`src/rtl/gate_unit_arbiter.sv`:
```
// Round-robin arbiter sharing one bitwise logic unit (AND/OR/XOR/NAND)
// among N_REQ requesters; each grant runs a fixed IDLE->EXEC->RESP transaction.
module gate_unit_arbiter #(
  parameter int unsigned N_REQ = 4,
  parameter int unsigned WIDTH = 8
) (
  input  logic                   clk,
  input  logic                   rst_n,
  input  logic [N_REQ-1:0]       req,
  input  logic [N_REQ*WIDTH-1:0] op_a,
  input  logic [N_REQ*WIDTH-1:0] op_b,
  input  logic [N_REQ*2-1:0]     opsel,
  output logic [N_REQ-1:0]       grant,
  output logic [N_REQ-1:0]       done,
  output logic [WIDTH-1:0]       result,
  output logic                   busy
);

  localparam int unsigned PTR_W = (N_REQ > 1) ? $clog2(N_REQ) : 1;

  localparam logic [1:0] ST_IDLE = 2'd0;
  localparam logic [1:0] ST_EXEC = 2'd1;
  localparam logic [1:0] ST_RESP = 2'd2;

  localparam logic [1:0] OP_AND  = 2'b00;
  localparam logic [1:0] OP_OR   = 2'b01;
  localparam logic [1:0] OP_XOR  = 2'b10;

  logic [1:0]       state, state_d;
  logic [PTR_W-1:0] rr_ptr, rr_ptr_d;
  logic [PTR_W-1:0] owner, owner_d;
  logic [WIDTH-1:0] a_q, a_d;
  logic [WIDTH-1:0] b_q, b_d;
  logic [1:0]       op_q, op_d;
  logic [N_REQ-1:0] grant_d, done_d;
  logic [WIDTH-1:0] result_d;
  logic             busy_d;

  logic             win_found;
  logic [PTR_W-1:0] win_idx;
  logic [PTR_W-1:0] scan_idx;
  logic [WIDTH-1:0] a_sel, b_sel, f_val;
  logic [1:0]       op_sel;

  // Round-robin search starting at rr_ptr, wrapping modulo N_REQ.
  always_comb begin
    win_found = 1'b0;
    win_idx   = '0;
    scan_idx  = '0;
    for (int unsigned i = 0; i < N_REQ; i++) begin
      scan_idx = PTR_W'((32'(rr_ptr) + i) % N_REQ);
      if (!win_found && req[scan_idx]) begin
        win_found = 1'b1;
        win_idx   = scan_idx;
      end
    end
  end

  // Operand mux for the winning requester.
  always_comb begin
    a_sel  = '0;
    b_sel  = '0;
    op_sel = '0;
    for (int unsigned i = 0; i < N_REQ; i++) begin
      if (PTR_W'(i) == win_idx) begin
        a_sel  = op_a[i*WIDTH +: WIDTH];
        b_sel  = op_b[i*WIDTH +: WIDTH];
        op_sel = opsel[i*2 +: 2];
      end
    end
  end

  always_comb begin
    case (op_q)
      OP_AND:  f_val = a_q & b_q;
      OP_OR:   f_val = a_q | b_q;
      OP_XOR:  f_val = a_q ^ b_q;
      default: f_val = ~(a_q & b_q);
    endcase
  end

  always_comb begin
    state_d  = state;
    rr_ptr_d = rr_ptr;
    owner_d  = owner;
    a_d      = a_q;
    b_d      = b_q;
    op_d     = op_q;
    grant_d  = grant;
    done_d   = '0;
    result_d = result;
    case (state)
      ST_IDLE: begin
        grant_d = '0;
        if (win_found) begin
          owner_d = win_idx;
          a_d     = a_sel;
          b_d     = b_sel;
          op_d    = op_sel;
          grant_d = N_REQ'(1) << win_idx;
          state_d = ST_EXEC;
        end
      end
      ST_EXEC: begin
        result_d = f_val;
        done_d   = N_REQ'(1) << owner;
        state_d  = ST_RESP;
      end
      ST_RESP: begin
        grant_d  = '0;
        rr_ptr_d = (32'(owner) == N_REQ - 1) ? '0 : owner + PTR_W'(1);
        state_d  = ST_IDLE;
      end
      default: begin
        grant_d = '0;
        state_d = ST_IDLE;
      end
    endcase
    busy_d = (state_d != ST_IDLE);
  end

  always_ff @(posedge clk) begin
    if (!rst_n) begin
      state  <= ST_IDLE;
      rr_ptr <= '0;
      owner  <= '0;
      a_q    <= '0;
      b_q    <= '0;
      op_q   <= '0;
      grant  <= '0;
      done   <= '0;
      result <= '0;
      busy   <= 1'b0;
    end else begin
      state  <= state_d;
      rr_ptr <= rr_ptr_d;
      owner  <= owner_d;
      a_q    <= a_d;
      b_q    <= b_d;
      op_q   <= op_d;
      grant  <= grant_d;
      done   <= done_d;
      result <= result_d;
      busy   <= busy_d;
    end
  end

endmodule

```
`config.mk`:
```
export PLATFORM = sky130hd
export DESIGN_NAME = gate_unit_arbiter
export DESIGN_NICKNAME = d
export VERILOG_FILES = /design/src/rtl/gate_unit_arbiter.sv
export SDC_FILE = /design/constraint.sdc
export NUM_CORES = 1
export LEC_CHECK = 0
export ABC_AREA = 1
export BUFFER_PORTS_ARGS = -buffer_cell sky130_fd_sc_hd__buf_2
export CORE_MARGIN = 4
export CORE_UTILIZATION = 40
export CTS_CLUSTER_SIZE = 8
export DETAILED_ROUTE_END_ITERATION = 16
export PLACE_DENSITY_LB_ADDON = 0.25
export SLEW_MARGIN = 20
export SYNTH_ARGS = -nofsm -noshare
export SYNTH_HDL_FRONTEND = slang
export SYNTH_SLANG_ARGS = --single-unit
```
`constraint.sdc`:
```
create_clock -name clk -period 2 [get_ports clk]
set_input_delay 0.2 -clock clk [delete_from_list [all_inputs] [get_ports clk]]
set_output_delay 0.2 -clock clk [all_outputs]
set_load 0.02 [all_outputs]
```
==> results_dict.tcl, run 1 <==
set metrics [dict create \
    hold_viol 0 \
    final_common_cell "nand2_1" \
    worstPathMaxFanout 10 \
    drtAntennaViolNets 0 \
    ys_ff_latch 41 \
    post_drt_wl_per_cell_um 13.5 \
    numCtsBuffers 5 \
    drcViolationCount 0 \
    vdd_drop_max_v 0.000385 \
    min_period_ps 1940 \
    end_kind "flip-flop" \
    cts.clk_slew.worst_paths_ps 80 \
    cts_sinks 41 \
    drtPass1Iterations 4 \
    io_pins 95 \
    hp-class "input port to flip-flop" \
    portBuffers 94 \
    avgViaCountPerCell 4.97 \
    grt_use_total 0.188 \
    avgSynthCellArea_sq_um 6.73 \
    ctsLongestPathBuffers 2 \
    grt_pass1_wl_um 12800 \
    skew_ps 5.06 \
    drive_above_1_share 0.326 \
    power.density_mw_per_mm2 916 \
    cts-root-buf "clkbuf_8" \
    area_growth_pct 30.7 \
    grt_pass1_vias 2733 \
    synth_top_area_frac 0.297 \
    postSynthCellCount 411 \
    pre_cts_slack_ps -70.4 \
    final_cell_mix "nand2_1 (111), buf_2 (94), inv_1 (44)" \
    grt_max_degree 19 \
    synth_nets 506 \
    core_area_sq_mm 0.00676 \
    path_class "flip-flop to flip-flop" \
    fill_cells 693 \
    cts.htree.levels 2 \
    gr-total-overflow 0 \
    start_kind "flip-flop" \
    syn_area_sq_mm 0.00277 \
    tightest_slew_ps 571 \
    fp.dieH_um 91.1 \
    maxCapViolations 0 \
    p_leak_nw 1.83 \
    vias 2979 \
    cts_tree "done" \
    place.detailed.hpwl_um 6170 \
    core.rowCount 30 \
    placed_cell_area_sq_mm 0.00332 \
    finalCritPeriodShare 0.971 \
    ctsHoldBuffers 0 \
    hold_start "op_a[25]" \
    setup_ws_ps 57.4 \
    start_util 0.409 \
    die-area_sq_mm 0.00831 \
    antenna_found_initial 0 \
    first_iter_violations 128 \
    clk_latency_ps 290 \
    final_cell_area_sq_mm 0.00361 \
    synth_area_leader_cell "dfxtp_1" \
    synth.distinct_cells 31 \
    cp-startpoint "rr_ptr[0]" \
    ys.warnings.count 0 \
    setup_viol 0 \
    status "finished, final reports clean" \
    crit_arrival_ps 2130 \
    cp.required_ps 2180 \
    ys_seq_area_frac 0.297 \
    place_inst 585 \
    maxSlewViolCount 0 \
    instances_no_fill 599 \
    gp_congestion 0.846 \
    max_slew_margin 0.618 \
    drt_wl_total_um 8060 \
    fp.dieW_um 91.1 \
    nNetsFinal 613 \
    reg2reg_from "rr_ptr[0]" \
    antennaDiodeCount 0 \
    rsz0062_at_grt "true" \
    synthTopCellsByArea "dfxtp_1 (30%), nand2_1 (16%), ha_1 (7.7%)" \
    timing.fmax_mhz 515 \
    fin_hold_ws_ps 213 \
]
-- worst max-delay path: stages (launching register included) --
cell and delay (ps):
dfxtp_4 380, buf_8 130, nand2_1 60, nand2_2 100, nand2_2 60, nand2_2 100
nor2_1 60, nor2_2 170, nand2_4 90, nand2_8 140, clkinv_8 90, o21ai_0 210
nand3_1 100, nand2_1 80, a21oi_2 50
-- metrics by stage --
| stage | power, mW | setup TNS, ps | util |
|---|---|---|---|
| floorplan | 2.17 | 0 | - |
| global placement | 2.54 | -166 | 0.492 |
| detailed placement | 2.57 | -289 | 0.492 |
| CTS | 3.16 | 0 | 0.511 |
| global route | 3.58 | -388 | 0.535 |
| finish | 3.31 | 0 | 0.535 |
-- timing repair --
| item | 4_1_cts | 5_1_grt |
|---|---|---|
| pin swaps | 1 | 5 |
| buffers inserted | 2 | 3 |
| gates resized for setup | 2 | 36 |
| cloned | 0 | 1 |
| endpoints found under the setup margin | 6 | 24 |
-- cells by family (layout without fill, tap and decap cells) --
group	Yosys count	after routing	share of synthesized area
buffers and inverters	63	171	0.109
flip-flops	41	41	0.297
AND/OR/NAND/NOR	208	208	0.334
AO/OA/AOI/OAI	82	82	0.183
adder cells (fa/ha/maj)	17	17	0.0769
-- flip-flops by register name (all words and copies together) (netlist names) --
signal / cells
owner: 2
op_q: 2
state: 2
busy: 1
result: 8
rr_ptr: 2
a_q: 8
done: 4
grant: 4
b_q: 8
-- cell type report --
| type | instances | area [sq um] | area share |
|---|---|---|---|
| multi-input cells | 307 | 1720 | 0.475 |
| well taps | 80 | 100 | 0.0277 |
| clock buffers | 6 | 72.6 | 0.0201 |
| clock inverters | 2 | 10.0 | 0.00277 |
| repair buffers | 113 | 676 | 0.187 |
| flip-flops and latches | 41 | 826 | 0.228 |
| inverters | 50 | 215 | 0.0595 |
-- synthesized netlist by cell type (all sizes together) --
master and count:
clkinv 1, ha 17, nor2 39, dfxtp 41
a32o 1, nor3 4, o21a 3, a22o 1
o21ai 40, nand4 3, a221oi 8, nand3 34
clkbuf 3, nand2 127, inv 49, buf 10
a21oi 29, or2 1
-- where the power goes --
group          internal, mW  switching [mW]  total [mW]
registers             0.966           0.117        1.08
clock network         0.242           0.283       0.525
logic                 0.689            1.02        1.70
-- routing by layer --
metal | global-route usage | wire length [um]
met3 | 0.0423 | 616
met1 | 0.251 | 3610
met5 | 0 | 0
met4 | 0.0528 | 100
met2 | 0.304 | 3740
-- final timing paths --
| kind | to | slack, ps | cells after the start |
|---|---|---|---|
| setup / recovery | b_q[6] | 60 | 14 |
| hold / removal | a_q[1] | 210 | 5 |
| setup reg to reg | b_q[6] | 60 | 14 |
| hold reg to reg | result[6] | 460 | 2 |
Note: power is estimated with default switching activity, not from simulation.
==> run 2, diff against run 1 <==
==> constraint.sdc (replaced) <==
create_clock -name clk -period 2 [get_ports clk]
set_input_delay 0.1 -clock clk [delete_from_list [all_inputs] [get_ports clk]]
set_output_delay 0.1 -clock clk [all_outputs]
set_load 0.02 [all_outputs]
==> results_dict.tcl, run 2 (synthesized netlist as in run 1, its figures left out) <==
set metrics [dict create \
    whs_path_depth 4 \
    final_cell_mix "nand2_1 (108), buf_2 (94), inv_1 (44)" \
    ctsLongestPathBuffers 2 \
    first_iter_violations 114 \
    final_cell_area_sq_mm 0.00363 \
    numCtsBuffers 5 \
    utilization 0.537 \
    finalCritPeriodShare 0.968 \
    placed_cell_area_sq_mm 0.00332 \
    start_util 0.409 \
    core.rowCount 30 \
    p_leak_nw 1.84 \
    antenna_found_initial 0 \
    portBuffers 94 \
    hp-class "input port to flip-flop" \
    drt_wl_total_um 7970 \
    tightest_slew_ps 576 \
    drtAntennaViolNets 0 \
    pwr-share-clk 0.160 \
    die-area_sq_mm 0.00831 \
    max_slew_margin 0.614 \
    cts_sinks 41 \
    avgViaCountPerCell 4.99 \
    p_switching_mw 1.42 \
    drcViolationCount 0 \
    grt_pass1_wl_um 12500 \
    rsz0062_at_grt "true" \
    skew_ps 5.31 \
    pwr-share-comb 0.513 \
    cts-root-buf "clkbuf_8" \
    cell_internal_pwr_mw 1.88 \
    pwr-share-seq 0.327 \
    crit_chain "buf_8 -> nand2_1 -> nand3_1 -> nand2_2 -> nor2_4 -> nand3_2 -> nand2_4 -> nand2_8 -> buf_12 -> nor2_4 -> nand2_1 -> nand3_1 -> nor2_1 -> a21oi_1" \
    post_drt_wl_per_cell_um 13.2 \
    grt_use_total 0.182 \
    maxSlewViolCount 0 \
    setup_viol 0 \
    power.density_mw_per_mm2 909 \
    grt_max_degree 20 \
    io_pins 95 \
    final_common_cell "nand2_1" \
    nNetsFinal 618 \
    status "finished, final reports clean" \
    cts_tree "done" \
    cts.clk_slew.worst_paths_ps 80 \
    min_period_ps 1940 \
    setup_ws_ps 63.8 \
    maxCapViolations 0 \
    drive_above_1_share 0.336 \
    drtPass1Iterations 5 \
    fin_setup_tns_ps 0 \
    clk_latency_ps 290 \
    p_total_mw 3.30 \
    gp_congestion 0.842 \
    timing.fmax_mhz 516 \
    gr-total-overflow 0 \
    pre_cts_slack_ps -70.5 \
    antennaDiodeCount 0 \
    p_sw_frac 0.429 \
    critPathSlowestCell "dfxtp_4" \
    worstPathMaxFanout 9 \
    area_growth_pct 31.2 \
    crit_arrival_ps 2160 \
    slowest_delay_ps 380 \
    reg2reg_depth 14 \
    cp.required_ps 2220 \
    place.detailed.hpwl_um 6110 \
    core_area_sq_mm 0.00676 \
    cts.htree.levels 2 \
    vdd_drop_max_v 0.000416 \
    hold_viol 0 \
    start_kind "flip-flop" \
    grt_pass1_vias 2715 \
    fp.dieW_um 91.1 \
    end_kind "flip-flop" \
    fp.dieH_um 91.1 \
    top_regs "a_q (8), b_q (8), result (8)" \
    vias 3011 \
    path_class "flip-flop to flip-flop" \
]
-- run 2: through the flow --
step | instances | hold slack (ps)
global placement | 585 | 418
global route | 604 | 137
CTS | 593 | 117
floorplan | 411 | 238
finish | 604 | 116
detailed placement | 585 | 419
-- run 2: worst max-delay path: cells and delay by family (launching register included) --
kind | cells | cell delay [ps]
buf+inv | 2 | 280
simple gates | 11 | 1090
flops | 1 | 380
compound gates | 1 | 120
-- run 2: repair_timing --
item                       in CTS  in global routing
pin swaps                       0                 12
setup endpoints to repair       5                 24
hold buffers                    0                  0
buffers inserted                0                 10
gates resized for setup         1                 33
gates cloned                    0                  1
-- run 2: area by class of cell --
type                       count  area, sq um
clock buffer                   6         72.6
clock inverter                 2         10.0
fill                         682         3130
inverter                      50          208
multi-input combinational    308         1730
sequential                    41          826
tap                           80          100
timing repair buffer         117          683
-- run 2: power groups by stage --
stage / combinational (mW) / sequential (mW) / clock, mW
2_1_floorplan: 1.05 / 1.12 / 0
3_3_place_gp: 1.45 / 1.09 / 0
3_5_place_dp: 1.47 / 1.09 / 0
4_1_cts: 1.48 / 1.08 / 0.531
5_1_grt: 1.89 / 1.10 / 0.568
6_report: 1.69 / 1.08 / 0.528
-- run 2: path summary, 6_finish.rpt --
check	start	endpoint	slack, ps
setup / recovery	rr_ptr[0]	a_q[7]	60
setup reg to reg	rr_ptr[0]	a_q[7]	60
hold reg to reg	result[5]	result[5]	470
hold / removal	op_a[27]	a_q[3]	120
-- run 2: metal layers --
metal	vias to the layer above	track usage	part of all wire
met5	-	0	0
met4	0	0.0415	0.013
met3	7	0.0356	0.079
met2	113	0.304	0.47
met1	1325	0.242	0.44
li1	1566	-	-
==> run 3, diff against run 2 <==
Settings changed: ABC_AREA 1 to default.
==> results_dict.tcl, run 3 <==
set metrics [dict create \
    area_growth_pct 24.6 \
    synth_nets 378 \
    fp.dieH_um 88.2 \
    gp_congestion 0.790 \
    vdd_drop_max_v 0.000591 \
    nNetsFinal 466 \
    postSynthCellCount 283 \
    top_regs "a_q (8), b_q (8), result (8)" \
    yosysMostFrequentCell "dfxtp_1" \
    ctsLongestPathBuffers 2 \
    ys_ff_latch 41 \
    drcViolationCount 0 \
    drive_above_1_share 0.344 \
    fin_setup_tns_ps 0 \
    ys.warnings.count 0 \
    synth_fa_ha_area_frac 0.0827 \
    tightest_slew_ps 686 \
    synthTopCellsByCount "dfxtp_1 (41), mux2i_1 (26), a21oi_1 (20)" \
    muxShareOfSynthArea 0.142 \
    r2r_end "b_q[3]" \
    numCtsBuffers 5 \
    portBuffers 94 \
    min_period_ps 1830 \
    antenna_found_initial 0 \
    first_iter_violations 88 \
    io_pins 95 \
    grt_use_total 0.186 \
    grt_max_degree 25 \
    cp-startpoint "rr_ptr[1]" \
    cts-root-buf "clkbuf_8" \
    drtAntennaViolNets 0 \
    hold_viol 0 \
    final_cell_mix "buf_2 (94), dfxtp_1 (40), mux2i_1 (26)" \
    reg2reg_depth 6 \
    cts.htree.levels 2 \
    synth_area_leader_cell "dfxtp_1" \
    p_total_mw 2.43 \
    regArea_sq_um 822 \
    cts.clk_slew.worst_paths_ps 80 \
    synthTopCellsByArea "dfxtp_1 (32%), mux2i_1 (10%), ha_1 (8.3%)" \
    status "finished, final reports clean" \
    whs_path_depth 3 \
    synth_xor_area_frac 0 \
    endpoint "b_q[3]" \
    power.density_mw_per_mm2 759 \
    final_common_cell "buf_2" \
    grt_pass1_wl_um 11400 \
    synth_top_family_by_area "compound AO/OA/AOI/OAI gates" \
    synth_top_area_frac 0.319 \
    final_cell_area_sq_mm 0.00320 \
    multi_input_area_sq_mm 0.00154 \
    finalCritPeriodShare 0.913 \
    cp.required_ps 2170 \
    rsz0062_at_grt "false" \
    r2r_setup_slack_ps 170 \
    fin_hold_ws_ps 77.2 \
    placed_cell_area_sq_mm 0.00307 \
    vias 2434 \
    synth_edf_count 0 \
    grt_pass1_vias 2441 \
    setup_viol 0 \
    maxCapViolations 0 \
    async_flop_share 0 \
    avgViaCountPerCell 5.45 \
    max_slew_margin 0.539 \
    ys_seq_area_frac 0.319 \
    drt_wl_total_um 7140 \
    place.detailed.hpwl_um 5390 \
    skew_ps 6.11 \
    yosys.area_share.simple 0.142 \
    syn_area_sq_mm 0.00257 \
    cts_sinks 41 \
    fill_cells 603 \
    drtPass1Iterations 4 \
    start_kind "flip-flop" \
    clk_latency_ps 290 \
    cts_setup_buffers 0 \
    gr-total-overflow 0 \
    start_util 0.422 \
    end_kind "flip-flop" \
    cts_tree "done" \
    avgSynthCellArea_sq_um 9.09 \
    hp-class "input port to flip-flop" \
    p_leak_nw 1.47 \
    die-area_sq_mm 0.00778 \
    path_class "flip-flop to flip-flop" \
    core.rowCount 28 \
    reg2reg_from "rr_ptr[1]" \
    fp.dieW_um 88.2 \
    synth.distinct_cells 47 \
    maxSlewViolCount 0 \
    post_drt_wl_per_cell_um 16.0 \
    synth_compound_area_frac 0.232 \
    core_area_sq_mm 0.00610 \
    crit_arrival_ps 1990 \
    worstPathMaxFanout 24 \
    antennaDiodeCount 0 \
    timing.fmax_mhz 547 \
    yosys_most_used_dff "dfxtp_1" \
]
run 3: changes by cell type after synthesis, moves of 8 or more:
cell | before | now
nor2b_1 | 0 | 10
o21ai_0 | 29 | 6
mux2_2 | 0 | 8
nor2_1 | 35 | 18
nand3_1 | 31 | 17
nand2_2 | 8 | 0
a221oi_1 | 8 | 0
nand2_1 | 116 | 8
mux2i_1 | 0 | 26
o221ai_1 | 0 | 12
a211oi_1 | 0 | 16
inv_1 | 44 | 19
run 3: critical path, cell delays in order, from the launching register on:
cell and delay [ps]:
dfxtp_2 450, mux2i_2 270, o22ai_2 190, nor2_8 180, buf_12 220, mux2i_1 240, o221ai_1 130
run 3: logic make-up (layout without fill, tap and decap cells):
family | count (synthesis) | in the layout
buffers and inverters | 41 | 130
muxes | 35 | 35
and+or+nand+nor | 69 | 69
adders and majority gates | 17 | 17
AOI/OAI and AO/OA | 80 | 80
DFF | 41 | 41
run 3: per-stage QoR:
stage / utilization / setup slack, ps / std cells
5_1_grt: 0.526 / 17.7 / 447
3_3_place_gp: 0.503 / 182 / 439
6_report: 0.526 / 173 / 447
2_1_floorplan: - / 350 / 283
4_1_cts: 0.525 / 58.9 / 447
3_5_place_dp: 0.503 / 81.7 / 439
run 3: area by class of cell:
class,count,share of cell area
flip-flops and latches,41,0.257
multi-input cells,201,0.479
clock buffers,5,0.0215
well taps,75,0.0293
clock inverters,3,0.0203
repair buffers,102,0.169
inverters,20,0.0234
run 3: timing repair:
action | 4_1_cts | 5_1_grt
resized for setup | 0 | 1
hold buffers | 0 | 0
endpoints found under the setup margin | 0 | 12
run 3: how the worst min path moves through the flow:
stage | startpoint | end
detailed placement | rst_n | state[0]
CTS | rst_n | state[0]
global placement | op_a[23] | a_q[7]
floorplan | op_a[30] | a_q[6]
global route | rst_n | state[0]
finish | rst_n | state[0]
run 3: where the power goes:
part	switching, mW	internal (mW)
logic	0.348	0.317
clock network	0.298	0.496
registers	0.0773	0.896
total	0.723	1.71
run 3: layer usage:
layer	wire, um	global-route usage	vias to the layer above
met2	3530	0.310	57
met4	90	0.0453	0
met1	3210	0.246	1142
met3	300	0.0357	10
li1	-	-	1225
met5	0	0	-
